--- src/rtl/q2a03_bus_dma_if.sv ---
// Q2A03 bus bundle: CPU-side request fields, external bus and status lines.
// The optional DMC channel signals exist only with Q2A03_DMC_DMA_EN.
interface q2a03_bus_dma_if;
  logic [15:0] cpu_addr;
  logic [7:0]  cpu_wr_data;
  logic        cpu_rdwr;
  logic        cpu_step;
  logic        cpu_halt;
  logic        G_ready;
  logic [7:0]  G_rd_data;
  logic [15:0] G_addr;
  logic [7:0]  G_wr_data;
  logic        G_rdwr;
  logic        G_phy2;
  logic        cycle_odd;
  logic        dma_busy;
`ifdef Q2A03_DMC_DMA_EN
  logic        dmc_req;
  logic [15:0] dmc_addr;
  logic        dmc_ack;
  logic [7:0]  dmc_data;

  modport slave (
    input  cpu_addr, cpu_wr_data, cpu_rdwr, G_ready, G_rd_data, dmc_req, dmc_addr,
    output cpu_step, cpu_halt, G_addr, G_wr_data, G_rdwr, G_phy2, cycle_odd, dma_busy,
           dmc_ack, dmc_data
  );
  modport master (
    output cpu_addr, cpu_wr_data, cpu_rdwr, G_ready, G_rd_data, dmc_req, dmc_addr,
    input  cpu_step, cpu_halt, G_addr, G_wr_data, G_rdwr, G_phy2, cycle_odd, dma_busy,
           dmc_ack, dmc_data
  );
`else
  modport slave (
    input  cpu_addr, cpu_wr_data, cpu_rdwr, G_ready, G_rd_data,
    output cpu_step, cpu_halt, G_addr, G_wr_data, G_rdwr, G_phy2, cycle_odd, dma_busy
  );
  modport master (
    output cpu_addr, cpu_wr_data, cpu_rdwr, G_ready, G_rd_data,
    input  cpu_step, cpu_halt, G_addr, G_wr_data, G_rdwr, G_phy2, cycle_odd, dma_busy
  );
`endif
endinterface

--- src/rtl/q2a03_bus_dma.sv ---
// Q2A03 CPU-cycle phase generator and bus arbiter with OAM sprite DMA.
// Divides G_clock into CPU cycles, drives G_phy2 and the cpu_step strobe,
// and steals bus cycles to copy a page to DEST_ADDR after a write to DMA_REG.
// Optional feature macro: Q2A03_DMC_DMA_EN adds a higher-priority single-byte
// DMC fetch channel (dmc_req/dmc_addr/dmc_ack/dmc_data).
module q2a03_bus_dma #(
  parameter int          DIV        = 12,
  parameter int          PHI2_START = 6,
  parameter logic [15:0] DMA_REG    = 16'h4014,
  parameter logic [15:0] DEST_ADDR  = 16'h2004,
  parameter int          DMA_LEN    = 256
) (
  input logic            G_clock,
  input logic            G_reset,
  q2a03_bus_dma_if.slave bus
);
  localparam int            TW       = $clog2(DIV);
  localparam logic [TW-1:0] T_LAST   = TW'(DIV - 1);
  localparam logic [TW-1:0] T_PHI    = TW'(PHI2_START);
  localparam logic [7:0]    IDX_LAST = 8'(DMA_LEN - 1);

  typedef enum logic [2:0] {
    S_IDLE, S_HALT, S_ALIGN, S_RD, S_WR, S_DDUM, S_DRD
  } state_t;

  state_t        st;
  logic [TW-1:0] tick, tick_nx;
  logic          cyc_end, phy2_r, odd_r;
  logic [7:0]    page, idx, dbuf;
  logic          dma_trig, halt_c;
`ifdef Q2A03_DMC_DMA_EN
  logic          oam_act;   // an OAM transfer is in flight (vs. DMC-only halt)
`endif

  assign cyc_end  = (tick == T_LAST);
  assign tick_nx  = cyc_end ? '0 : tick + TW'(1);
  assign dma_trig = cyc_end & ~bus.cpu_rdwr & (bus.cpu_addr == DMA_REG);
  // In HALT the CPU keeps running its write cycles; the first read freezes it.
  assign halt_c   = (st != S_IDLE) & ~((st == S_HALT) & ~bus.cpu_rdwr);

  assign bus.cpu_halt  = halt_c;
  // Reset holds tick at its last value, so the strobe is masked explicitly.
  assign bus.cpu_step  = cyc_end & ~halt_c & (bus.G_ready | ~bus.cpu_rdwr) & ~G_reset;
  assign bus.G_phy2    = phy2_r;
  assign bus.cycle_odd = odd_r;
  assign bus.dma_busy  = (st != S_IDLE);
`ifdef Q2A03_DMC_DMA_EN
  assign bus.dmc_ack   = (st == S_DRD) & cyc_end & bus.G_ready;
  assign bus.dmc_data  = bus.G_rd_data;
`endif

  // Phase generator: tick counter, registered phase-2 clock, cycle parity
  always_ff @(posedge G_clock or posedge G_reset) begin
    if (G_reset) begin
      tick   <= T_LAST;
      phy2_r <= 1'b1;
      odd_r  <= 1'b0;
    end else begin
      tick   <= tick_nx;
      phy2_r <= (tick_nx >= T_PHI);
      if (cyc_end) odd_r <= ~odd_r;
    end
  end

  // Bus mux: CPU owns the bus in IDLE/HALT, the DMA engine otherwise
  always_comb begin
    bus.G_addr    = bus.cpu_addr;
    bus.G_wr_data = bus.cpu_wr_data;
    bus.G_rdwr    = bus.cpu_rdwr;
    case (st)
      S_ALIGN: begin
        bus.G_rdwr    = 1'b1;
        bus.G_wr_data = dbuf;
      end
      S_RD: begin
        bus.G_addr    = {page, idx};
        bus.G_rdwr    = 1'b1;
        bus.G_wr_data = dbuf;
      end
      S_WR: begin
        bus.G_addr    = DEST_ADDR;
        bus.G_rdwr    = 1'b0;
        bus.G_wr_data = dbuf;
      end
`ifdef Q2A03_DMC_DMA_EN
      S_DDUM: begin
        bus.G_rdwr    = 1'b1;
        bus.G_wr_data = dbuf;
      end
      S_DRD: begin
        bus.G_addr    = bus.dmc_addr;
        bus.G_rdwr    = 1'b1;
        bus.G_wr_data = dbuf;
      end
`endif
      default: ;
    endcase
  end

  // DMA sequencer: every transition happens on a CPU cycle end
  always_ff @(posedge G_clock or posedge G_reset) begin
    if (G_reset) begin
      st   <= S_IDLE;
      page <= '0;
      idx  <= '0;
      dbuf <= '0;
`ifdef Q2A03_DMC_DMA_EN
      oam_act <= 1'b0;
`endif
    end else if (cyc_end) begin
      case (st)
        S_IDLE: begin
          // The triggering write itself still goes out on the bus.
          if (dma_trig) begin
            page <= bus.cpu_wr_data;
            st   <= S_HALT;
          end
`ifdef Q2A03_DMC_DMA_EN
          oam_act <= dma_trig;
          if (bus.dmc_req) st <= S_HALT;
`endif
        end
        S_HALT: if (bus.cpu_rdwr) begin
          // Reads must land on put cycles; a get-parity next cycle needs a dummy.
          st <= odd_r ? S_ALIGN : S_RD;
`ifdef Q2A03_DMC_DMA_EN
          if (bus.dmc_req)  st <= S_DDUM;
          else if (!oam_act) st <= S_IDLE;
`endif
        end
        S_ALIGN: begin
          st <= S_RD;
`ifdef Q2A03_DMC_DMA_EN
          if (bus.dmc_req) st <= S_DDUM;
`endif
        end
        S_RD: if (bus.G_ready) begin
          dbuf <= bus.G_rd_data;
          st   <= S_WR;
        end
        S_WR: begin
          if (idx == IDX_LAST) begin
            idx <= '0;
            st  <= S_IDLE;
`ifdef Q2A03_DMC_DMA_EN
            oam_act <= 1'b0;
`endif
          end else begin
            idx <= idx + 8'd1;
            st  <= S_RD;
          end
`ifdef Q2A03_DMC_DMA_EN
          if (bus.dmc_req) st <= S_DDUM;
`endif
        end
`ifdef Q2A03_DMC_DMA_EN
        S_DDUM: st <= S_DRD;
        S_DRD: if (bus.G_ready) begin
          if (bus.dmc_req)  st <= S_DDUM;
          else if (oam_act) st <= S_RD;
          else              st <= S_IDLE;
        end
`endif
        default: st <= S_IDLE;
      endcase
    end
  end
endmodule
--- src/flat_wrapper.sv ---
// flat-port wrapper written by rule: the top's interface ports become plain ports
module q2a03_bus_dma_flat 
#(
  parameter int          DIV        = 12,
  parameter int          PHI2_START = 6,
  parameter logic [15:0] DMA_REG    = 16'h4014,
  parameter logic [15:0] DEST_ADDR  = 16'h2004,
  parameter int          DMA_LEN    = 256
)
  (G_clock, G_reset, bus_cpu_addr, bus_cpu_wr_data, bus_cpu_rdwr, bus_G_ready, bus_G_rd_data, bus_cpu_step, bus_cpu_halt, bus_G_addr, bus_G_wr_data, bus_G_rdwr, bus_G_phy2, bus_cycle_odd, bus_dma_busy);
  q2a03_bus_dma_if bus_i ();
  input logic G_clock;
  input logic G_reset;
  input wire logic [$bits(bus_i.cpu_addr)-1:0] bus_cpu_addr;
  input wire logic [$bits(bus_i.cpu_wr_data)-1:0] bus_cpu_wr_data;
  input wire logic [$bits(bus_i.cpu_rdwr)-1:0] bus_cpu_rdwr;
  input wire logic [$bits(bus_i.G_ready)-1:0] bus_G_ready;
  input wire logic [$bits(bus_i.G_rd_data)-1:0] bus_G_rd_data;
  output wire logic [$bits(bus_i.cpu_step)-1:0] bus_cpu_step;
  output wire logic [$bits(bus_i.cpu_halt)-1:0] bus_cpu_halt;
  output wire logic [$bits(bus_i.G_addr)-1:0] bus_G_addr;
  output wire logic [$bits(bus_i.G_wr_data)-1:0] bus_G_wr_data;
  output wire logic [$bits(bus_i.G_rdwr)-1:0] bus_G_rdwr;
  output wire logic [$bits(bus_i.G_phy2)-1:0] bus_G_phy2;
  output wire logic [$bits(bus_i.cycle_odd)-1:0] bus_cycle_odd;
  output wire logic [$bits(bus_i.dma_busy)-1:0] bus_dma_busy;
  assign bus_i.cpu_addr = bus_cpu_addr;
  assign bus_i.cpu_wr_data = bus_cpu_wr_data;
  assign bus_i.cpu_rdwr = bus_cpu_rdwr;
  assign bus_i.G_ready = bus_G_ready;
  assign bus_i.G_rd_data = bus_G_rd_data;
  assign bus_cpu_step = bus_i.cpu_step;
  assign bus_cpu_halt = bus_i.cpu_halt;
  assign bus_G_addr = bus_i.G_addr;
  assign bus_G_wr_data = bus_i.G_wr_data;
  assign bus_G_rdwr = bus_i.G_rdwr;
  assign bus_G_phy2 = bus_i.G_phy2;
  assign bus_cycle_odd = bus_i.cycle_odd;
  assign bus_dma_busy = bus_i.dma_busy;
  q2a03_bus_dma #(.DIV(DIV), .PHI2_START(PHI2_START), .DMA_REG(DMA_REG), .DEST_ADDR(DEST_ADDR), .DMA_LEN(DMA_LEN)) u_core (.G_clock(G_clock), .G_reset(G_reset), .bus(bus_i));
endmodule
--- config.mk ---
export PLATFORM = sky130hd
export DESIGN_NAME = q2a03_bus_dma_flat
export DESIGN_NICKNAME = d
export VERILOG_FILES = /design/src/rtl/q2a03_bus_dma_if.sv /design/src/rtl/q2a03_bus_dma.sv /design/src/flat_wrapper.sv
export SDC_FILE = /design/constraint.sdc
export NUM_CORES = 1
export LEC_CHECK = 0
export ABC_AREA = 0
export CAP_MARGIN = 20
export CORE_MARGIN = 10
export CORE_UTILIZATION = 45
export DETAILED_ROUTE_END_ITERATION = 12
export PLACE_DENSITY = 0.79
export RECOVER_POWER = 100
export SYNTH_ARGS = -nofsm -noshare
export SYNTH_HDL_FRONTEND = slang
export SYNTH_SLANG_ARGS = --single-unit
--- constraint.sdc ---
create_clock -name G_clock -period 2.2 [get_ports G_clock]
set_clock_uncertainty 0.15 [all_clocks]
set_input_delay 0.33 -clock G_clock [delete_from_list [all_inputs] [get_ports G_clock]]
set_output_delay 0.33 -clock G_clock [all_outputs]
set_load 0.03 [all_outputs]
# [Word level (Yosys, flattened, before mapping)]
# Index checks and enable logic that the tools add are counted.
[totals] register_bits=33 output_inout_bits=30 input_bits=36 word_cells=52
[op_classes] reduce_logical=8 muxes=11 eq_ne=10 n_bitwise=13 n_lt_le_gt_ge=1 add_sub_neg=2
[op_table] cell="16-bit case mux with 2 select lines" count=1
[op_table] cell="16-bit by 15-bit == test with 1-bit output, second input constant" count=1
[op_table] cell="8-bit 2-to-1 mux" count=2
[op_table] cell="3-bit case mux with 5 select lines" count=1
[op_table] cell="3-bit 2-to-1 mux" count=3
[op_table] cell="8-bit by 1-bit adder with 8-bit output, second input constant" count=1
[op_table] cell="8-bit == test, second input constant" count=1
[op_table] cell="1-bit AND" count=7
[op_table] cell="3-bit by 2-bit == test with 1-bit output, second input constant" count=2
[op_table] cell="3-bit AND reduction" count=2
[op_table] cell="1-bit NOT" count=5
[op_table] cell="4-bit by 1-bit adder with 4-bit output, second input constant" count=1
[op_table] cell="4-bit == test, second input constant" count=1
[op_table] cell="4-bit by 3-bit greater-or-equal comparator with 1-bit output, second input constant" count=1
[op_table] cell="4-bit 2-to-1 mux" count=1
[op_table] cell="2-bit != test, second input constant" count=2
[op_table] cell="4-bit AND reduction" count=1
[op_table] cell="3-bit by 1-bit == test with 1-bit output, second input constant" count=1
[op_table] cell="3-bit == test, second input constant" count=1
[op_table] cell="3-bit logical NOT" count=1
[op_table] cell="3-bit nonzero test" count=1
[op_table] cell="3-bit OR reduction" count=1
[op_table] cell="2-bit 2-to-1 mux" count=1
[op_table] cell="2-bit by 1-bit != test with 1-bit output, second input constant" count=1
[op_table] cell="other kinds (5)" count=5

# [Depth between registers and ports, before layout]
[logic_depth] word_depth=8 ltp_mapped=6 depth_no_buf=5

# [Worst setup path after synthesis]
# Ideal clock, no wire load.
[synth_path] path_kind="input port to output port" start="in G_reset" end="out bus_cpu_step" required_time_ps=1720 stages=3 arrival_ps=1922 path_buffers=0 path_slack_ps=-202 path_cell_list="inv_1 -> o21ai_0 -> nor3_1"
[synth_via] elab_chain_cells=2
[synth_lines] element="from (decl)" line="flat_wrapper.sv:13" text="input logic G_reset;"
[synth_lines] element="1-bit NOT" line="q2a03_bus_dma.sv:43" text="assign bus.cpu_step = cyc_end & ~halt_c & (bus.G_ready | ~bus.cpu_rdwr) & ~G_reset;"
[synth_lines] element="1-bit AND" line="q2a03_bus_dma.sv:43"
[synth_lines] element="to (decl)" line="flat_wrapper.sv:19" text="output wire logic [$bits(bus_i.cpu_step)-1:0] bus_cpu_step;"
# Every way passes these cells.

# [Worst setup path after layout]
[layout_path] start="reg u_core.st[1]" end="out bus_G_wr_data[3]"
[layout_via] elab_chain_cells=3 word_cells_on_any_way=5 cone_classes="eq/ne: 3; mux: 1; reduce/logical: 1"
[layout_lines] element="from (decl)" line="q2a03_bus_dma.sv:26" text="state_t st;"
[layout_lines] element="from (signal assigned)" line="q2a03_bus_dma.sv:125" text="st <= odd_r ? S_ALIGN : S_RD;"
[layout_lines] element="3-bit by 2-bit == test with 1-bit output or 3-bit == test (tied branches)" line="q2a03_bus_dma.sv:70" text="case (st)"
[layout_lines] element="3-bit OR reduction (no line) (*)"
[layout_lines] element="8-bit 2-to-1 mux (*)" line="q2a03_bus_dma.sv:70"
[layout_lines] element="to (decl)" line="flat_wrapper.sv:22" text="output wire logic [$bits(bus_i.G_wr_data)-1:0] bus_G_wr_data;"
# Every way passes the cells marked *; elsewhere a longest branch is shown, timed or not.

==> results.py <==
metrics = {
    "routing": {
        "drcViolationCount": 0,
        "ant_nets": 0,
        "routedWlPerCell_um": 18.6,
        "drt_iter0_markers": 119,
        "viasPerCell": 5.58,
        "vias": 2004,
        "finalWirelength_um": 6670,
        "dr.pass1.iters": 4,
    },
    "floorplanning": {
        "start_util_pct": 47.5,
        "rows": 23,
        "die_area_mm2": 0.00734,
        "coreArea_mm2": 0.00409,
        "ios": 66,
        "die_w_um": 85.7,
        "die_y_um": 85.7,
    },
    "worst_setup_path": {
        "start_kind": "flop",
        "cp_data_required_time_ns": 1.72,
        "arrival_ns": 1.80,
        "worstPathCellList": "buf_6 > nor2b_4 > buf_6 > nor2_4 > buf_12 > mux2_4 > buf_6",
        "slowest_stage": "dfrtp_1",
        "slowest_delay_ns": 0.41,
        "crit_type": "reg2out",
        "r2r_slack_ns": 0.07,
        "ff2ff_path_depth": 6,
        "path_max_fanout": 8,
        "r2r_start": "u_core.tick[1]",
        "crit_path_end_kind": "primary output",
        "r2r_end": "u_core.page[2]",
        "crit_top_cell": "buf_6",
    },
    "grt": {
        "grt_max_degree": 34,
        "grt_pass1_wl_um": 10600,
        "grt_usage_pct": 18.0,
        "grt_pass1_vias": 2125,
        "gr-total-overflow": 0,
        "antenna_found_initial": 0,
    },
    "sta": {
        "setup_viol": 9,
        "max_slew_margin_pct": 45.1,
        "hold_violations": 0,
        "finalSetupTns_ns": -0.636,
        "rsz0062_at_grt": "true",
        "period_minus_slack_ns": 2.28,
        "period_share_pct": 104,
        "slew_viol_final": 0,
        "fin_ws_ns": -0.0828,
        "fmax_mhz": 438,
        "hold_ws_ns": 0.345,
        "tightest_slew_ns": 0.824,
    },
    "placed_design": {
        "portBuffers": 65,
        "hpwlAfterDp_um": 4550,
        "place_inst": 340,
        "routabilityCongestion": 0.810,
    },
    "status": {
        "status": "finished with violations",
        "violations": "setup timing",
    },
    "worst_hold_path": {
        "min_path_cells": 1,
        "hold_path.class": "reg2reg",
        "min_from": "u_core.bus.cycle_odd",
        "min_to": "u_core.bus.cycle_odd",
    },
    "synth": {
        "syn-cell-area_mm2": 0.00194,
        "synth_seq_cells": 33,
        "yosysUniqueCellTypes": 39,
        "syn_avg_cell_area_um2": 9.52,
        "ys_warn_count": 0,
        "syn_nets": 243,
        "netlist_instances": 204,
        "ys_seq_area_share_pct": 42.8,
    },
    "cells_and_area": {
        "utilization_pct": 76.4,
        "fin_cells": 359,
        "syn_to_final_growth_pct": 60.8,
        "n_antenna_cell": 0,
        "finalNetCount": 347,
        "layout-drive-gt1-share_pct": 36.9,
    },
    "clock_tree": {
        "cts_sinks": 33,
        "clockBufferDepth": 2,
        "cts_tree": "yes",
        "cts_root_buf": "clkbuf_8",
        "cts_hold_buf": 0,
        "cts_buffers": 5,
        "path_clk_slew_ns": 0.07,
        "cts_max_level": 2,
        "worstSkewPairLatency_ns": 0.29,
    },
    "pwr": {
        "power.leakage_nw": 1.44,
        "ir_drop_mv": 0.568,
        "power_density_mw_per_mm2": 731,
    },
    "flow_run": {
        "maxCapViolCount": 0,
    },
}
==> how the worst max path moves through the flow <==
stage	start	endpoint	slack (ns)	cells after the start
2_1_floorplan	u_core.st[0]	bus_cpu_step	0.008	5
3_3_place_gp	bus_cpu_addr[4]	u_core.page[5]	-0.18	6
3_5_place_dp	bus_cpu_addr[12]	u_core.page[2]	-0.21	6
4_1_cts	u_core.st[1]	bus_G_wr_data[0]	-0.06	7
5_1_grt	u_core.st[1]	bus_G_wr_data[5]	-0.12	7
6_report	u_core.st[1]	bus_G_wr_data[3]	-0.08	7
==> flip-flops by register name, indices dropped and copies added (netlist names) <==
register and count:
u_core.bus.cycle_odd 1, u_core.st 3, u_core.page 8, u_core.idx 8
u_core.bus.G_phy2 1, u_core.dbuf 8, u_core.tick 4
==> repair_timing <==
action | in CTS | in global routing
buffers inserted | 10 | 0
resized for setup | 27 | 18
cloned | 0 | 1
setup endpoints to repair | 11 | 33
pin swaps | 2 | 2
==> per-layer routing <==
layer	up-vias	GRT usage [%]	share of wire (%)
li1	951	-	-
met1	935	19.6	37
met2	99	28.8	50
met3	19	7.66	9.4
met4	0	10.2	3.5
met5	-	0	0
==> synthesized netlist by cell type, drive strengths merged <==
| library cell | number | area [µm²] |
|---|---|---|
| dfrtp | 29 | 726 |
| mux2 | 24 | 270 |
| nor2 | 23 | 88.8 |
| a21oi | 18 | 90.1 |
| o22ai | 14 | 87.6 |
| nand2 | 12 | 45.0 |
| o21ai | 12 | 60.1 |
| nand2b | 7 | 43.8 |
| buf | 6 | 35.0 |
| nand4 | 6 | 37.5 |
| clkbuf | 5 | 18.8 |
| dfstp | 4 | 105 |
| inv | 4 | 15.0 |
| xnor2 | 4 | 35.0 |
| and3 | 3 | 18.8 |
| ha | 3 | 37.5 |
| nand3 | 3 | 15.0 |
| nor3 | 3 | 26.3 |
| a22oi | 2 | 15.0 |
| and2 | 2 | 12.5 |
| nor2b | 2 | 12.5 |
| nor3b | 2 | 15.0 |
| nor4 | 2 | 12.5 |
| nor4b | 2 | 17.5 |
| o211ai | 2 | 15.0 |
| a21o | 1 | 7.51 |
| a311oi | 1 | 8.76 |
| a31o | 1 | 8.76 |
| a31oi | 1 | 6.26 |
| and3b | 1 | 8.76 |
| and4 | 1 | 8.76 |
| nand3b | 1 | 7.51 |
| o21ba | 1 | 10.0 |
| or3 | 1 | 11.3 |
| xor2 | 1 | 8.76 |
==> logic make-up after synthesis <==
family	after synthesis	share of synthesized area, %
buffers and inverters	15	3.54
AO/OA/AOI/OAI	53	15.9
flip-flops	33	42.8
adder cells (fa/ha/maj)	3	1.93
XOR/XNOR	5	2.26
multiplexers	24	13.9
AND/OR/NAND/NOR	71	19.7
==> where the power goes <==
part	switching [mW]	internal, mW	total (mW)
sequential	0.0204	0.633	0.653
clock	0.230	0.225	0.455
combinational	0.620	0.554	1.17
==> through the flow <==
| stage | power [mW] | cell area, µm² | setup slack, ns |
|---|---|---|---|
| detailed placement | 1.68 | 2860 | -0.206 |
| floorplan | 1.21 | 1950 | 0.00796 |
| global route | 2.37 | 3120 | -0.121 |
| CTS | 2.23 | 3110 | -0.0603 |
| finish | 2.28 | 3120 | -0.0828 |
| global placement | 1.67 | 2860 | -0.183 |
==> cell usage in the layout, fill, tap and decap left out, drive strengths merged, types with 3 or more instances in the layout <==
master and n:
ha 3, clkbuf 15, o21ai 12, dfrtp 29, nand4 6, nand3 3, dfstp 4, inv 3
buf 63, a21oi 18, nand2b 7, dlygate4sd3 3, and3 3, o22ai 14, nor3 3, nor2 23
xnor2 4, mux2 24, nand2 12, clkdlybuf4s50 34
==> final cells by class <==
class	count	area (µm²)
inverters	4	16.3
repair buffers	108	1010
fillers	251	963
multi-input cells	156	1120
clock buffers	8	80.1
flip-flops and latches	33	831
well taps	50	62.6
==> worst max-delay path, delay by kind of cell (launching register included) <==
family        cells  cell delay, ns
buf+inv           4            0.54
flops             1            0.41
mux               1            0.31
simple gates      2            0.25
Power figures use the tool's default switching activity.
==> patch 1 (same flow settings) <==
Reset style: synchronous (`G_reset`), changed in 2 clocked blocks.
--- a/src/rtl/q2a03_bus_dma.sv
+++ b/src/rtl/q2a03_bus_dma.sv
@@ -50,7 +50,7 @@
 `endif
 
   // Phase generator: tick counter, registered phase-2 clock, cycle parity
-  always_ff @(posedge G_clock or posedge G_reset) begin
+  always_ff @(posedge G_clock) begin
     if (G_reset) begin
       tick   <= T_LAST;
       phy2_r <= 1'b1;
@@ -98,7 +98,7 @@
   end
 
   // DMA sequencer: every transition happens on a CPU cycle end
-  always_ff @(posedge G_clock or posedge G_reset) begin
+  always_ff @(posedge G_clock) begin
     if (G_reset) begin
       st   <= S_IDLE;
       page <= '0;
Function: differs if G_reset is asserted again (counterexample within 4 cycles, from zero or initial values and one cycle with G_reset high); with G_reset held inactive, the same outputs for 10 cycles.
==> patch 1 against the original RTL <==
Routed wire length down 8.6%; synthesized area increased by 2.9%; worst setup slack improved by 0.16 ns; hold slack lost 0.016 ns; sequential cell count unchanged; cell area is 7.8% lower; synthesized cell count up 21%; cell count grew 3.9%; sequential share of layout area is 3.5 points lower; critical endpoint is now bus_G_addr[7].
Power is not compared: it rests on default switching activity, and its combinational part moved more than twofold at a synthesized area within 25%.
==> patch 1: results (changes against the original RTL) <==
* Async set-reset flop share out of synthesis at 0% (was 100%)
* Vias in the first global route at 2,142 (was 2,125)
* DR WL met3 at 531 um (was 626 um)
* Post-synth top cells: dfxtp_1, nor2_1, nand2_1 (was dfrtp_1, mux2_2, nor2_1)
* Worst R2R Setup Slack at 0.15 ns (was 0.07 ns)
* Vias per cell at 5.54 (was 5.58)
* WL met1 at 2.63 mm (was 2.50 mm)
* First-pass GRT wire length at 10.2 mm (was 10.6 mm)
* Post-Syn Instances at 246 (was 204)
* Crit-path max FO at 18 (was 8)
* Slowest cell on the critical path: dfxtp_4 (was dfrtp_1)
* Post-synthesis sequential area ratio at 33.1% (was 42.8%)
* Metal2 WL at 2.85 mm (was 3.31 mm)
* Worst-Margin Slew at 0.608 ns (was 0.824 ns)
* Hold path depth at 2 (was 1)
* Final WL at 6.10 mm (was 6.67 mm)
* Layout fillers at 399 (was 251)
* H-tree Lvls at 2 (unchanged)
* Synth Area in Adders at 1.88% (was 1.93%)
* Share of layout cells above drive strength 1 at 26.2% (was 36.9%)
* Status: completed (was complete, but fails checks)
* Total GRT Usage at 16.3% (was 18.0%)
* Hold Startpoint: u_core.page[2]$_SDFFE_PP0P_ (was u_core.bus.cycle_odd$_DFFE_PP0N_)
* Reg2reg end: u_core.st[0]$_SDFFE_PP0P_ (was u_core.page[2]$_DFFE_PP0P_)
* Multiplexer share of the synthesized area at 13.0% (was 13.9%)
* Max VDD drop at 495 uV
* Routability cong. at 0.881 (was 0.810)
* Worst R2R Path Depth at 5 (was 6)
* FF-to-FF Start: u_core.tick[0]$_SDFF_PP1_ (was u_core.tick[1]$_DFF_PP1_)
* Pre-CTS setup slack at -0.00477 ns (was -0.206 ns)
* Post-DP HPWL at 4.66 mm (was 4.55 mm)
* Syn nets at 285 (was 243)
* Synth area leaders: dfxtp_1, mux2i_1, nor2_1 (was dfrtp_1, mux2_2, dfstp_2)
* Max Used Layer: met4 (unchanged)
* DRT iter0 DRCs at 141 (was 119)
* Post-synth cell types at 45 (was 39)
* Nets at 359 (was 347)
* Worst Path Arrival at 1.65 ns (was 1.80 ns)
* Hold Path Sink: u_core.page[2]$_SDFFE_PP0P_ (was u_core.bus.cycle_odd$_DFFE_PP0N_)
* Post-synthesis xor/xnor area fraction at 3.07% (was 2.26%)
* Fin cells at 373 (was 359)
* CP max stage delay at 0.43 ns (was 0.41 ns)
* Compound-gate portion of the synthesized area at 15.5% (was 15.9%)
* Largest net degree at the start of global routing at 37 (was 34)
[patch 1: changes by cell type in the layout (fill, tap and decap cells not counted), moves of 17 or more]
cell     unedited run  this run
dfxtp_1             0        31
nand2_1            12        29
buf_4              43        17
dfrtp_1            29         0
mux2i_1             0        17
[patch 1: stage by stage]
stage | utilization (%) | hold slack, ns | setup TNS [ns] | cell area, um^2
detailed placement | 64.3 | 0.323 | -0.00477 | 2780
finish | 66.6 | 0.329 | 0 | 2880
global route | 66.6 | 0.348 | 0 | 2880
global placement | 64.3 | 0.310 | 0 | 2780
CTS | 67.6 | 0.332 | 0 | 2920
floorplan | - | 0.299 | -0.244 | 2060
[patch 1: per-layer routing]
| metal | vias up | global-route usage [%] |
|---|---|---|
| li1 | 1019 | - |
| met1 | 957 | 19.5 |
| met2 | 80 | 26.2 |
| met3 | 9 | 5.72 |
| met4 | 0 | 5.60 |
| met5 | - | 0 |
[patch 1: worst max-delay path by stage]
stage	cells past startpoint	slack, ns	endpoint	startpoint
after floorplan	5	-0.06	bus_G_addr[10]	u_core.st[1]$_SDFFE_PP0P_
after global placement	5	0.005	u_core.st[0]$_SDFFE_PP0P_	bus_cpu_rdwr
after detailed placement	5	-0.005	u_core.st[0]$_SDFFE_PP0P_	bus_cpu_rdwr
after CTS	4	0.005	bus_cpu_step	bus_cpu_rdwr
after global routing	5	0.02	bus_G_addr[11]	u_core.st[2]$_SDFFE_PP0P_
final	5	0.07	bus_G_addr[7]	u_core.st[1]$_SDFFE_PP0P_
[patch 1: what timing repair did]
item	CTS	global route
resized for setup	4	5
hold buffers	0	0
cloned	0	0
setup endpoints to repair	22	18
setup buffers	2	1
pin swaps	1	0
[patch 1: kinds of logic after synthesis]
logic type	count (synthesis)
flops	33
simple gates	114
mux	25
fa+ha+maj	3
xor+xnor	7
compound gates	45
buf+inv	19
[patch 1: critical path, delay by kind of cell (launching register included)]
family	cells	cell delay (ns)
buffers and inverters	2	0.42
AO/OA/AOI/OAI	1	0.22
AND/OR/NAND/NOR	2	0.29
flip-flops	1	0.43
[patch 1: cell type report]
cell class,instances,area [um^2],area share (%)
Clock buffer,7,96.3,3.34
Clock inverter,1,5.00,0.174
Inverter,4,15.0,0.521
Multi-Input combinational cell,194,1330,46.1
Sequential cell,33,666,23.1
Tap cell,52,65.1,2.26
Timing Repair Buffer,82,704,24.5
[patch 1: power groups by stage]
stage,registers [mW],clock network (mW),logic (mW)
floorplan,0.694,0,0.232
global placement,0.670,0,0.448
detailed placement,0.672,0,0.453
CTS,0.659,0.514,0.456
global route,0.661,0.546,0.482
finish,0.657,0.505,0.445
==> patch 2 (same flow settings) <==
Made on the original files. `DMA_LEN` is set to 256 in 2 places; all go to 128.
--- a/src/rtl/q2a03_bus_dma.sv
+++ b/src/rtl/q2a03_bus_dma.sv
@@ -8,7 +8,7 @@
   parameter int          PHI2_START = 6,
   parameter logic [15:0] DMA_REG    = 16'h4014,
   parameter logic [15:0] DEST_ADDR  = 16'h2004,
-  parameter int          DMA_LEN    = 256
+  parameter int          DMA_LEN    = 128
 ) (
   input logic            G_clock,
   input logic            G_reset,
--- a/src/flat_wrapper.sv
+++ b/src/flat_wrapper.sv
@@ -5,7 +5,7 @@
   parameter int          PHI2_START = 6,
   parameter logic [15:0] DMA_REG    = 16'h4014,
   parameter logic [15:0] DEST_ADDR  = 16'h2004,
-  parameter int          DMA_LEN    = 256
+  parameter int          DMA_LEN    = 128
 )
   (G_clock, G_reset, bus_cpu_addr, bus_cpu_wr_data, bus_cpu_rdwr, bus_G_ready, bus_G_rd_data, bus_cpu_step, bus_cpu_halt, bus_G_addr, bus_G_wr_data, bus_G_rdwr, bus_G_phy2, bus_cycle_odd, bus_dma_busy);
   q2a03_bus_dma_if bus_i ();
Check against the original RTL: same outputs for any inputs over 10 cycles, from zero or initial values and one cycle with G_reset high; that may be too few to reach the edited logic, so the function may still have changed.
==> patch 2 against the original RTL <==
The flow still finishes with violations (setup timing); cell area shrank 4.2%; cell count shrank 2.8%; combinational power is 11% lower; power fell by 6.7%; global-route usage fell by 1.5 points; routed wire length down 7.3%; sequential share of layout area up 1.3 points; worst setup slack improved by 0.0029 ns; synthesized area down 0.45%; first-iteration DRC count grew 33%; sequential cell count unchanged; critical path type unchanged; critical endpoint is now bus_dma_busy; highest routed layer unchanged.
==> patch 2: results (changes against the original RTL) <==
* Status: complete, but fails checks (unchanged)
* Failing checks: setup timing (unchanged)
* CP Capture Point: bus_dma_busy (was bus_G_wr_data[3])
* Nets at 337 (was 347)
* FF-to-FF Start: u_core.tick[0]$_DFF_PP1_ (was u_core.tick[1]$_DFF_PP1_)
* Share of layout cells above drive strength 1 at 35.1% (was 36.9%)
* Synth Area in Adders at 1.94% (was 1.93%)
* Post-DP HPWL at 4.70 mm (was 4.55 mm)
* Vias per cell at 5.43 (was 5.58)
* M3 GR Usage at 5.58% (was 7.66%)
* Compound-gate portion of the synthesized area at 15.8% (was 15.9%)
* Switching share of power at 37.9% (was 38.2%)
* Syn nets at 242 (was 243)
* Post-synth top cells: dfrtp_1, mux2_2, a21oi_1 (was dfrtp_1, mux2_2, nor2_1)
* Routability cong. at 0.843 (was 0.810)
* Worst R2R Setup Slack at 0.05 ns (was 0.07 ns)
* Metal2 WL at 3.11 mm (was 3.31 mm)
* Post-synthesis sequential area ratio at 43.0% (was 42.8%)
* Crit-path max FO at 7 (was 8)
* Final WL at 6.18 mm (was 6.67 mm)
* Max VDD drop at 430 uV (was 568 uV)
* Gate power share at 48.8% (was 51.5%)
* Post-synthesis xor/xnor area fraction at 3.17% (was 2.26%)
* Total GRT Usage at 16.5% (was 18.0%)
* Fin worst setup slack at -0.0798 ns (was -0.0828 ns)
* DR WL met3 at 407 um (was 626 um)
* First-pass GRT wire length at 9.71 mm (was 10.6 mm)
* Slowest cell on the critical path: clkdlybuf4s50_1 (was dfrtp_1)
* Multiplexer share of the synthesized area at 14.6% (was 13.9%)
* Vias in the first global route at 1,996 (was 2,125)
* Synth area leaders: dfrtp_1, mux2_2, a21oi_1 (was dfrtp_1, mux2_2, dfstp_2)
* Endpoints failing setup at 11 (was 9)
* CP max stage delay at 0.60 ns (was 0.41 ns)
* DRT iter0 DRCs at 158 (was 119)
* Post-synth cell types at 35 (was 39)
* P_comb at 1.04 mW (was 1.17 mW)
* WL met1 at 2.52 mm (was 2.50 mm)
* M2 GR Usage at 27.9% (was 28.8%)
* Setup TNS at -0.297 ns (was -0.636 ns)
patch 2: cell count changes after synthesis, sizes merged, moves of 4 or more:
| cell | change |
|---|---|
| o21ai | -5 |
| clkbuf | +5 |
| a21oi | +5 |
| nor4 | +4 |
patch 2: per-stage QoR:
| step | setup WS (ns) | area (um^2) | std cells |
|---|---|---|---|
| 4_1_cts | -0.0412 | 2980 | 347 |
| 5_1_grt | -0.149 | 2990 | 349 |
| 2_1_floorplan | 0.0526 | 1940 | 203 |
| 6_report | -0.0798 | 2990 | 349 |
| 3_5_place_dp | -0.314 | 2830 | 336 |
| 3_3_place_gp | -0.285 | 2830 | 336 |
patch 2: final cells by class:
cell class	count	area (um^2)
fill	301	1100
timing repair buffer	101	947
inverter	7	27.5
multi-input combinational	150	1040
tap	50	62.6
clock buffer	8	80.1
sequential	33	833
patch 2: timing repair:
action	4_1_cts	5_1_grt
pin swaps	2	3
setup buffers	3	2
gates resized for setup	15	7
cloned	0	0
endpoints found under the setup margin	29	34
